## src/rtl/boot_fetch.sv

```systemverilog
// boot_fetch: fetch stage in front of a combinational boot ROM. Owns the PC,
//   captures {pc, instruction} into a 2-entry buffer and hands it to decode.
// Latency: an instruction is on out_* one cycle after its pc is presented.
// Backpressure: out_ready low lets the buffer fill to 2, after which the PC holds;
//   nothing is lost or duplicated. A jump flushes the buffer and redirects the PC.
//
// Ports:
//   clk, reset          clock; synchronous active-high reset
//   pc                  registered fetch address to the ROM
//   instruction         ROM data for pc, same cycle
//   jump, jump_addr     redirect request and target (jump beats fetch)
//   out_valid/out_ready valid/ready handshake to decode
//   out_instr, out_pc   buffer head: instruction and the address it came from
//   fault               sticky out-of-range fetch flag
//
// Build option: define FETCH_BOUNDS_EN to enable the ROM bounds check. Without it,
// fault is constant 0 and out-of-range PCs fetch normally (the ROM aliases them).

module boot_fetch #(
   parameter logic [15:0] RESET_PC  = 16'h0000,
   parameter int          ROM_ABITS = 8
) (
   input  logic        clk,
   input  logic        reset,
   output logic [15:0] pc,
   input  logic [15:0] instruction,
   input  logic        jump,
   input  logic [15:0] jump_addr,
   output logic        out_valid,
   input  logic        out_ready,
   output logic [15:0] out_instr,
   output logic [15:0] out_pc,
   output logic        fault
);

`ifdef FETCH_BOUNDS_EN
   localparam bit BOUNDS_EN = 1'b1;
`else
   localparam bit BOUNDS_EN = 1'b0;
`endif

   // Buffer is a two-slot shift register: slot 0 is always the head, so the
   // outputs come straight from registers and simply hold when the buffer empties.
   logic [15:0] r_pc;
   logic [1:0]  r_count;
   logic [15:0] r_pc0;
   logic [15:0] r_ins0;
   logic [15:0] r_pc1;
   logic [15:0] r_ins1;
   logic        r_fault;

   logic        w_oob;
   logic        w_halted;
   logic        w_pop;
   logic        w_fetch;
   logic        w_take;
   logic        w_push;
   logic        w_fault_set;

   // Address beyond the ROM window; constant 0 when the check is built out.
   assign w_oob    = BOUNDS_EN && ((r_pc >> ROM_ABITS) != 16'd0);
   assign w_halted = r_fault;

   always_comb begin
      w_pop       = 1'b0;
      w_fetch     = 1'b0;
      w_take      = 1'b0;
      w_push      = 1'b0;
      w_fault_set = 1'b0;

      w_pop   = (r_count != 2'd0) && out_ready;
      // A slot is free now, or one frees up this cycle because the head leaves.
      w_fetch = !w_halted && ((r_count != 2'd2) || w_pop);
      // Jump pre-empts the fetch: nothing is pushed in the redirect cycle.
      w_take  = w_fetch && !jump;
      w_push  = w_take && !w_oob;
      // An out-of-range fetch is dropped and raises fault. The PC stays on the
      // offending address, which is useful when inspecting a halted core.
      w_fault_set = w_take && w_oob;
   end

   always_ff @(posedge clk) begin
      if (reset) begin
         r_pc    <= RESET_PC;
         r_count <= 2'd0;
         r_pc0   <= 16'h0000;
         r_ins0  <= 16'h0000;
         r_pc1   <= 16'h0000;
         r_ins1  <= 16'h0000;
         r_fault <= 1'b0;
      end else begin
         if (w_fault_set) begin
            r_fault <= 1'b1;
         end

         if (jump) begin
            // Flush: a head popped in this cycle is still consumed; the rest is
            // dropped. Slot contents are left alone so out_* keep their last value.
            r_count <= 2'd0;
            r_pc    <= jump_addr;
         end else begin
            if (w_push) begin
               r_pc <= r_pc + 16'd1;
            end

            case ({w_pop, w_push})
               2'b10: begin
                  r_count <= r_count - 2'd1;
                  if (r_count == 2'd2) begin
                     r_pc0  <= r_pc1;
                     r_ins0 <= r_ins1;
                  end
               end
               2'b01: begin
                  r_count <= r_count + 2'd1;
                  if (r_count == 2'd0) begin
                     r_pc0  <= r_pc;
                     r_ins0 <= instruction;
                  end else begin
                     r_pc1  <= r_pc;
                     r_ins1 <= instruction;
                  end
               end
               2'b11: begin
                  // Count unchanged; the new entry lands behind whatever remains.
                  if (r_count == 2'd1) begin
                     r_pc0  <= r_pc;
                     r_ins0 <= instruction;
                  end else begin
                     r_pc0  <= r_pc1;
                     r_ins0 <= r_ins1;
                     r_pc1  <= r_pc;
                     r_ins1 <= instruction;
                  end
               end
               default: begin
               end
            endcase
         end
      end
   end

   assign pc        = r_pc;
   assign out_valid = (r_count != 2'd0);
   assign out_instr = r_ins0;
   assign out_pc    = r_pc0;
   assign fault     = r_fault;

endmodule
```

## config.mk

```make
export PLATFORM = sky130hd
export DESIGN_NAME = boot_fetch
export DESIGN_NICKNAME = d
export VERILOG_FILES = /design/src/rtl/boot_fetch.sv
export SDC_FILE = /design/constraint.sdc
export NUM_CORES = 1
export LEC_CHECK = 0
export CAP_MARGIN = 10
export CORE_MARGIN = 1
export CORE_UTILIZATION = 45
export DETAILED_ROUTE_END_ITERATION = 6
export MAX_ROUTING_LAYER = met4
export PLACE_DENSITY = 0.75
export SLEW_MARGIN = 20
export SYNTH_ARGS = -nofsm -noshare
export SYNTH_HDL_FRONTEND = slang
export SYNTH_SLANG_ARGS = --single-unit
```

## constraint.sdc

```tcl
create_clock -name clk -period 1.8 [get_ports clk]
set_input_delay 0.36 -clock clk [delete_from_list [all_inputs] [get_ports clk]]
set_output_delay 0.36 -clock clk [all_outputs]
set_load 0.01 [all_outputs]
```

### Yosys cells after proc, flatten, opt, wreduce, memory -nomap -nowiden

Cells that the tools add are included.

* register bits: 82
* latch bits: 0
* bits in writable memories: 0
* bits in read-only memories: 0
* input port bits: 36
* memories kept: 0

* add/sub/neg operators: 3
* multipliers: 0
* div/mod/pow operators: 0
* magnitude comparators: 0
* equality and inequality tests: 10
* shift operators: 0
* muxes and demuxes: 17
* bitwise gates (word level): 1
* reductions and logical operators: 13

Operators with widths (number)
* 16-bit two-way mux: 12
* 16-bit case mux with 3 select lines: 2
* 16-bit case mux with 2 select lines: 2
* 16-bit by 1-bit adder with 16-bit output (second input constant): 1
* 2-bit != test (second input constant): 5
* 4-bit AND reduction: 2
* 2-bit nonzero test: 4
* 2-bit == test (second input constant): 3
* 2-bit by 1-bit == test with 1-bit output (second input constant): 2
* 2-bit case mux with 2 select lines: 1
* 3-bit nonzero test: 1
* 2-bit by 1-bit adder with 2-bit output (second input constant): 1
* 1-bit logical AND: 2
* 2-bit logical NOT: 1
* 2-bit OR reduction: 1
* 2-bit by 1-bit subtractor with 2-bit output (second input constant): 1
* 1-bit logical NOT: 1
* 1-bit logical OR: 1
* 1-bit inverter: 1

### Logic depth before layout (Yosys ltp)

Gate-level depths: netlist of run 1.

* depth after elaboration: 7
* mapped depth: 8

### Worst setup path before layout of run 1

Ideal clock, no wire load.

* kind: reg2reg
* from: register r_count[0]
* to: register r_pc0[10] (netlist: out_pc[10])
* library setup time: 137 ps
* arrival time: 1622 ps
* required time: 1663 ps
* setup slack: 40 ps
* cell stages (with the launch flop): 8
* period minus slack after synthesis: 1760 ps
* path through: dfxtp_1 -> inv_1 -> ha_1 -> and2b_4 -> mux2_4 -> buf_6 -> a32oi_1 -> a211oi_1

* word-level cells in the longest chain between the ends: 7

RTL lines
* from (decl): RTL line 45 `logic [1:0] r_count;`
* from (signal assigned): RTL line 108 `r_count <= r_count - 2'd1;`
* from (signal assigned): RTL line 115 `r_count <= r_count + 2'd1;`
* 2-bit nonzero test: RTL line 71 `w_pop = (r_count != 2'd0) && out_ready;`
* 1-bit logical AND: RTL line 71
* 1-bit logical OR: RTL line 73 `w_fetch = !w_halted && ((r_count != 2'd2) || w_pop);`
* 1-bit logical AND: RTL line 75 `w_take = w_fetch && !jump;`
* 2-bit by 1-bit == test with 1-bit output / 2-bit == test (equally long branches): RTL line 106 `case ({w_pop, w_push})`
* 2-bit != test (no source line) / 3-bit nonzero test (equally long branches)
* 4-bit AND reduction (no source line)
* to (signal assigned): RTL line 110 `r_pc0 <= r_pc1;`
* to (signal assigned): RTL line 117 `r_pc0 <= r_pc;`
* to (signal assigned): RTL line 127 `r_pc0 <= r_pc;`
* to (decl): RTL line 46 `logic [15:0] r_pc0;`

Parallel ways exist; a longest one is shown, timed or not.
A chain may end at the register's enable or synchronous reset.

### Final worst setup path of run 1

* from: register r_count[1]
* to: register r_pc[13] (netlist: pc[13])

* word-level cells in the longest chain between the ends: 5

RTL lines
* 2-bit nonzero test: RTL line 71
* 1-bit logical AND: RTL line 71
* 1-bit logical OR *: RTL line 73
* 1-bit logical AND *: RTL line 75
* 2-bit nonzero test (no source line) *
* to (signal assigned): RTL line 100 `r_pc <= jump_addr;`
* to (signal assigned): RTL line 103 `r_pc <= r_pc + 16'd1;`
* to (decl): RTL line 44 `logic [15:0] r_pc;`

Mark *: on every way between the ends. The rest lies on a longest branch, timed or not.

==> results.py, run 1 <==
metrics = {
    "outcome": {
        "status": "finished, violations left",
        "violations": "setup timing",
    },
    "yosys": {
        "synth_top_area_share_pct": 43.02,
        "synthesis.area_um2": 3816,
        "ys_top_cells_by_area": "dfxtp_1, mux2i_1, nor2_1",
        "synthTopCellsByCount": "dfxtp_1, nor2_1, mux2i_1",
        "synth_largest_area_cell": "dfxtp_1",
        "syn-num-nets": 443,
        "ys_ff_latch": 82,
        "synthFlopType": "dfxtp_1",
        "synth_cells": 403,
        "avgSynthCellArea_um2": 9.469,
        "ys_warn_count": 0,
        "ys_async_sr_fraction_pct": 0,
        "synth_cell_types": 48,
        "ys_seq_area_share_pct": 43.02,
        "yosysMostFrequentCell": "dfxtp_1",
        "synth_edf_count": 0,
    },
    "layout": {
        "instances_no_fill": 626,
        "fin_nets": 556,
        "insertedDiodeCount": 0,
        "final_area_um2": 5522,
        "syn2layout_area_growth_pct": 44.69,
        "fill_cells": 657,
        "regArea_um2": 1663,
        "multi_input_area_um2": 2026,
        "fin_util_pct": 67.20,
        "layout-drive-gt1-share_pct": 23.42,
    },
    "placement": {
        "pre_cts_ws_ps": -300.3,
        "place_area_um2": 4956,
        "io_buffers": 84,
        "gp_congestion": 0.8883,
        "dp_hpwl_um": 6744,
        "dp_cells": 595,
    },
    "sta": {
        "setup-tns-final_ps": -338.8,
        "max_clock_freq_mhz": 522.6,
        "whs_ps": 420.7,
        "fin_crit_ps": 1913,
        "maxSlewViolCount": 0,
        "final_min_period_over_clock_period_pct": 106.3,
        "hold_violations": 0,
        "layout_setup_ws_ps": -113.5,
        "rsz0062_at_grt": "true",
        "final-setup-viol-count": 18,
        "fin_skew_ps": 9.354,
    },
    "power": {
        "pwr-share-seq_pct": 45.8,
        "total_power_mw": 4.461,
        "p_int_mw": 3.094,
        "leakage_nw": 2.272,
        "comb_power_share_pct": 25.4,
        "power.share.switching_pct": 30.65,
        "ir_drop_mv": 0.4612,
        "p_clk_share_pct": 28.8,
        "switchingPower_mw": 1.367,
        "power.density_nw_per_um2": 807.9,
    },
    "critical_path": {
        "cp-end-kind": "register",
        "arrival_ps": 2130,
        "required_ps": 2010,
        "timing.rr.end": "pc[13]",
        "path_max_fanout": 6,
        "path_class": "reg -> reg",
        "worstRegToRegCells": 6,
        "r2r_slack_ps": -110,
        "r2r_start": "r_count[1]",
        "cp-start-kind": "register",
    },
    "drt": {
        "detail_route.wl_per_cell_um": 18.87,
        "via_per_inst": 5.879,
        "vias": 3680,
        "drt_wl_total_um": 11810,
        "drc": 0,
        "dr.pass1.iters": 5,
        "ant_nets": 0,
        "drtIter0Drc": 164,
    },
    "hold_path": {
        "hold_path.class": "in -> reg",
        "min-delay-start": "reset",
        "hold_end": "pc[7]",
        "min_path_cells": 2,
    },
    "global_routing": {
        "grt_usage_pct": 25.48,
        "antenna_found_initial": 0,
        "grt_max_degree": 44,
        "grt_overflow": 0,
        "grt_pass1_wl_um": 16730,
        "grt_pass1_vias": 3358,
    },
    "die": {
        "row_count": 33,
        "core_area_um2": 8217,
        "fp.dieH_um": 94.09,
        "ios": 86,
        "start_util_pct": 46.44,
        "die_w_um": 94.09,
        "die-area_um2": 8853,
    },
    "cts": {
        "cts-root-buf": "clkbuf_8",
        "cts_tree": "yes",
        "clk_latency_ps": 360,
        "clockBufferDepth": 2,
        "cts_num_sinks": 82,
        "clk_pin_slew_ps": 90,
        "htreeDepth": 3,
        "cts_buffers": 9,
    },
    "run": {
        "maxCapViolations": 0,
    },
}
per-layer routing:
layer	GRT usage [%]	share of wire [%]	vias up
met5	-	0	-
met4	10.26	2.0	0
met3	5.016	6.1	20
met2	41.12	49	160
met1	31.22	42	1774
li1	-	-	1726
critical path: stages, from the launching register on:
cell and delay [ps]:
dfxtp_2 360, inv_2 60, ha_4 170, nand2b_4 190, a211oi_4 330, nand4_1 150, a311oi_1 490
how the worst max path moves through the flow:
| stage | startpoint | end | slack [ps] | cells past startpoint |
|---|---|---|---|---|
| after CTS | r_count[0] | out_pc[8] | -40 | 8 |
| final | r_count[1] | pc[13] | -110 | 6 |
| after global routing | r_count[1] | pc[13] | -140 | 6 |
| after detailed placement | out_ready | out_instr[15] | -300 | 5 |
| after floorplan | r_count[0] | out_pc[10] | 40 | 7 |
| after global placement | out_ready | out_instr[6] | -230 | 5 |
area by class of cell:
class	count	area share [%]
inverters	9	0.6798
well taps	105	2.379
repair buffers	138	26.78
flip-flops and latches	82	30.12
clock inverters	6	0.8611
clock buffers	10	2.493
multi-input cells	276	36.69
flip-flops by register name, summed over array words and instances, names as in the netlist:
signal,cells
out_instr,16
out_pc,16
pc,16
r_count,2
r_ins1,16
r_pc1,16
kinds of logic (layout without fill, tap and decap cells):
group / after synthesis / in the layout / synth area share [%]
multiplexers: 34 / 36 / 9.049
XOR/XNOR: 7 / 7 / 1.607
AND/OR/NAND/NOR: 125 / 125 / 15.44
adder cells (fa/ha/maj): 4 / 4 / 1.312
buffers and inverters: 47 / 163 / 7.213
other: 1 / 1 / 0.09827
AO/OA/AOI/OAI: 103 / 103 / 22.26
flip-flops: 82 / 82 / 43.02
what timing repair did:
item / 4_1_cts / 5_1_grt
resized for setup: 20 / 30
buffers inserted: 1 / 6
cloned: 3 / 5
pin swaps: 14 / 22
endpoints found under the setup margin: 44 / 73
hold buffers: 0 / 0
cells in the final DEF (no fill, tap or decap), types with 3 or more instances in the layout:
cell type	Yosys	routed
clkdlybuf4s50_1	0	77
nor2_1	76	76
dfxtp_1	82	71
buf_4	1	35
mux2i_1	33	32
a211oi_1	28	24
a32oi_1	22	22
nand3_1	18	18
a311oi_1	15	15
o21ai_0	15	11
clkbuf_8	2	10
buf_12	0	9
dfxtp_2	0	8
a211oi_2	3	7
a21oi_1	7	7
nand2_1	6	6
xnor2_1	6	6
inv_1	8	5
nand4_1	5	5
buf_6	7	5
dlymetal6s2s_1	1	5
a2111oi_2	4	4
clkbuf_16	0	4
inv_2	1	3
and2_1	3	3
dfxtp_4	0	3
power by group through the flow:
| stage | Combinational (mW) | Clock, mW | Sequential [mW] |
|---|---|---|---|
| 6_report | 1.13 | 1.29 | 2.04 |
| 5_1_grt | 1.20 | 1.37 | 2.06 |
| 4_1_cts | 0.999 | 1.29 | 2.04 |
| 3_5_place_dp | 0.960 | 0 | 2.08 |
| 3_3_place_gp | 0.942 | 0 | 2.07 |
| 2_1_floorplan | 0.451 | 0 | 2.11 |
Note: power is estimated with default switching activity, not from simulation.
==> inputs of run 2 (changes only) <==
--- a/config.mk
+++ b/config.mk
@@ -5,9 +5,10 @@
 export SDC_FILE = /design/constraint.sdc
 export NUM_CORES = 1
 export LEC_CHECK = 0
+export ABC_AREA = 1
 export CAP_MARGIN = 10
 export CORE_MARGIN = 1
-export CORE_UTILIZATION = 45
+export CORE_UTILIZATION = 46
 export DETAILED_ROUTE_END_ITERATION = 6
 export MAX_ROUTING_LAYER = met4
 export PLACE_DENSITY = 0.75
==> results.py, run 2 <==
metrics = {
    "drt": {
        "ant_nets": 0,
        "drt_wl_total_um": 10870,
        "drc": 0,
        "vias": 4093,
        "via_per_inst": 5.268,
        "drtIter0Drc": 180,
        "dr.pass1.iters": 5,
        "detail_route.wl_per_cell_um": 13.99,
    },
    "global_routing": {
        "grt_max_degree": 68,
        "grt_overflow": 0,
        "grt_pass1_wl_um": 17530,
        "antenna_found_initial": 0,
        "grt_pass1_vias": 3719,
        "grt_usage_pct": 25.14,
    },
    "sta": {
        "max_clock_freq_mhz": 567.5,
        "layout_setup_ws_ps": 37.81,
        "hold_violations": 0,
        "final_min_period_over_clock_period_pct": 97.90,
        "fin_crit_ps": 1762,
        "maxSlewViolCount": 0,
        "setup-tns-final_ps": 0,
        "fin_skew_ps": 10.78,
        "final-setup-viol-count": 0,
    },
    "layout": {
        "syn2layout_area_growth_pct": 31.51,
        "insertedDiodeCount": 0,
        "final_area_um2": 5379,
        "layout_commonest_cell": "clkdlybuf4s50_1",
        "layout-drive-gt1-share_pct": 11.51,
        "layout_common_cells": "clkdlybuf4s50_1, nor2_1, dfxtp_1",
        "fin_nets": 704,
    },
    "die": {
        "ios": 86,
        "fp.dieH_um": 96.30,
        "core_area_um2": 8678,
        "die_w_um": 96.30,
        "die-area_um2": 9273,
        "start_util_pct": 47.13,
        "row_count": 34,
    },
    "placement": {
        "place_area_um2": 5085,
        "gp_congestion": 0.8971,
        "dp_hpwl_um": 7478,
        "io_buffers": 84,
        "pre_cts_ws_ps": -145.9,
    },
    "critical_path": {
        "crit_end": "pc[6]",
        "crit_path_max_incr_delay_ps": 590,
        "r2r_slack_ps": 60,
        "cp-start-kind": "register",
        "cp-end-kind": "primary output",
        "path_class": "reg -> out",
        "slowest_stage": "clkdlybuf4s50_1",
        "cp-startpoint": "pc[6]",
        "r2r_start": "r_count[0]",
        "crit_chain": "clkdlybuf4s50_1",
        "critPathTopFamily": "buffers and inverters",
        "arrival_ps": 1400,
        "worstRegToRegCells": 11,
        "required_ps": 1440,
        "crit_buf_inv": 1,
        "cp.depth": 1,
        "path_max_fanout": 5,
        "timing.rr.end": "out_pc[6]",
    },
    "power": {
        "leakage_nw": 2.083,
        "power.density_nw_per_um2": 779.2,
        "total_power_mw": 4.191,
        "ir_drop_mv": 0.4899,
    },
    "yosys": {
        "ys_warn_count": 0,
        "ys_top_cells_by_area": "dfxtp_1, o21ai_0, nor2_1",
        "synth_largest_area_cell": "dfxtp_1",
        "syn-num-nets": 620,
        "synth_top_area_share_pct": 40.13,
        "ys_async_sr_fraction_pct": 0,
        "ys_seq_area_share_pct": 40.13,
        "synthTopCellsByCount": "dfxtp_1, nor2_1, o21ai_0",
        "synthesis.area_um2": 4090,
        "synth_edf_count": 0,
        "ys_ff_latch": 82,
        "synth_cells": 580,
        "synthFlopType": "dfxtp_1",
        "synth_cell_types": 29,
        "avgSynthCellArea_um2": 7.052,
    },
    "cts": {
        "cts_buffers": 9,
        "cts_num_sinks": 82,
        "clk_latency_ps": 360,
        "htreeDepth": 3,
        "cts-hold-fix-buffers": 0,
        "cts_tree": "yes",
        "cts-root-buf": "clkbuf_8",
        "clk_pin_slew_ps": 90,
        "clockBufferDepth": 2,
    },
    "run": {
        "maxCapViolations": 0,
    },
    "hold_path": {
        "hold_path.class": "reg -> reg",
        "min-delay-start": "r_pc1[1]",
    },
    "outcome": {
        "status": "complete, no violations",
    },
}
[run 2: cell count changes after synthesis, sizes merged, moves of 11 or more]
cell and delta:
a211oi -33, a21oi +35, a311oi -15, a32oi -22
inv +57, mux2i -33, nand2 +67, nand3b +18
nor2 +11, nor3 +18, o21ai +91
[run 2: final cells by class]
cell class	instances	area, um2
inverters	66	260.3
flip-flops and latches	82	1649
repair buffers	110	1117
clock buffers	9	123.9
multi-input cells	395	2017
clock inverters	7	76.32
fillers	804	3299
well taps	108	135.1
[run 2: power breakdown]
group          switching (mW)  internal [mW]
clock network           0.719          0.653
registers              0.0838           1.93
logic                   0.406          0.396
total                    1.21           2.98
[run 2: kinds of logic after synthesis]
group / synth area share (%)
and+or+nand+nor: 27.01
buffers and inverters: 12.21
adders and majority gates: 1.224
other: 0.09168
DFF: 40.13
AOI/OAI and AO/OA: 19.33
[run 2: what timing repair did]
item,in CTS,in global routing
resized for setup,4,27
setup buffers,0,1
pin swaps,0,0
endpoints found under the hold margin,0,0
setup endpoints to repair,4,67
[run 2: layer usage]
layer | track usage, % | up-vias | wire length [um]
met3 | 3.949 | 18 | 525
met1 | 32.91 | 1886 | 5106
li1 | - | 2072 | -
met2 | 39.54 | 117 | 5021
met5 | - | - | 0
met4 | 8.456 | 0 | 220
[run 2: how the worst min path moves through the flow]
stage	depth (start not counted)	end	slack, ps
detailed placement	2	r_pc1[1]	440
CTS	2	r_pc1[1]	450
finish	2	r_pc1[1]	450
floorplan	2	r_ins1[0]	420
global route	2	r_ins1[10]	470
global placement	2	r_ins1[9]	430
[run 2: through the flow]
step | hold slack, ps | util [%] | cells
global route | 471.5 | 61.98 | 777
global placement | 426.3 | 58.59 | 760
CTS | 449.9 | 60.97 | 776
floorplan | 420.1 | - | 580
detailed placement | 436.8 | 58.59 | 760
finish | 449.3 | 61.98 | 777
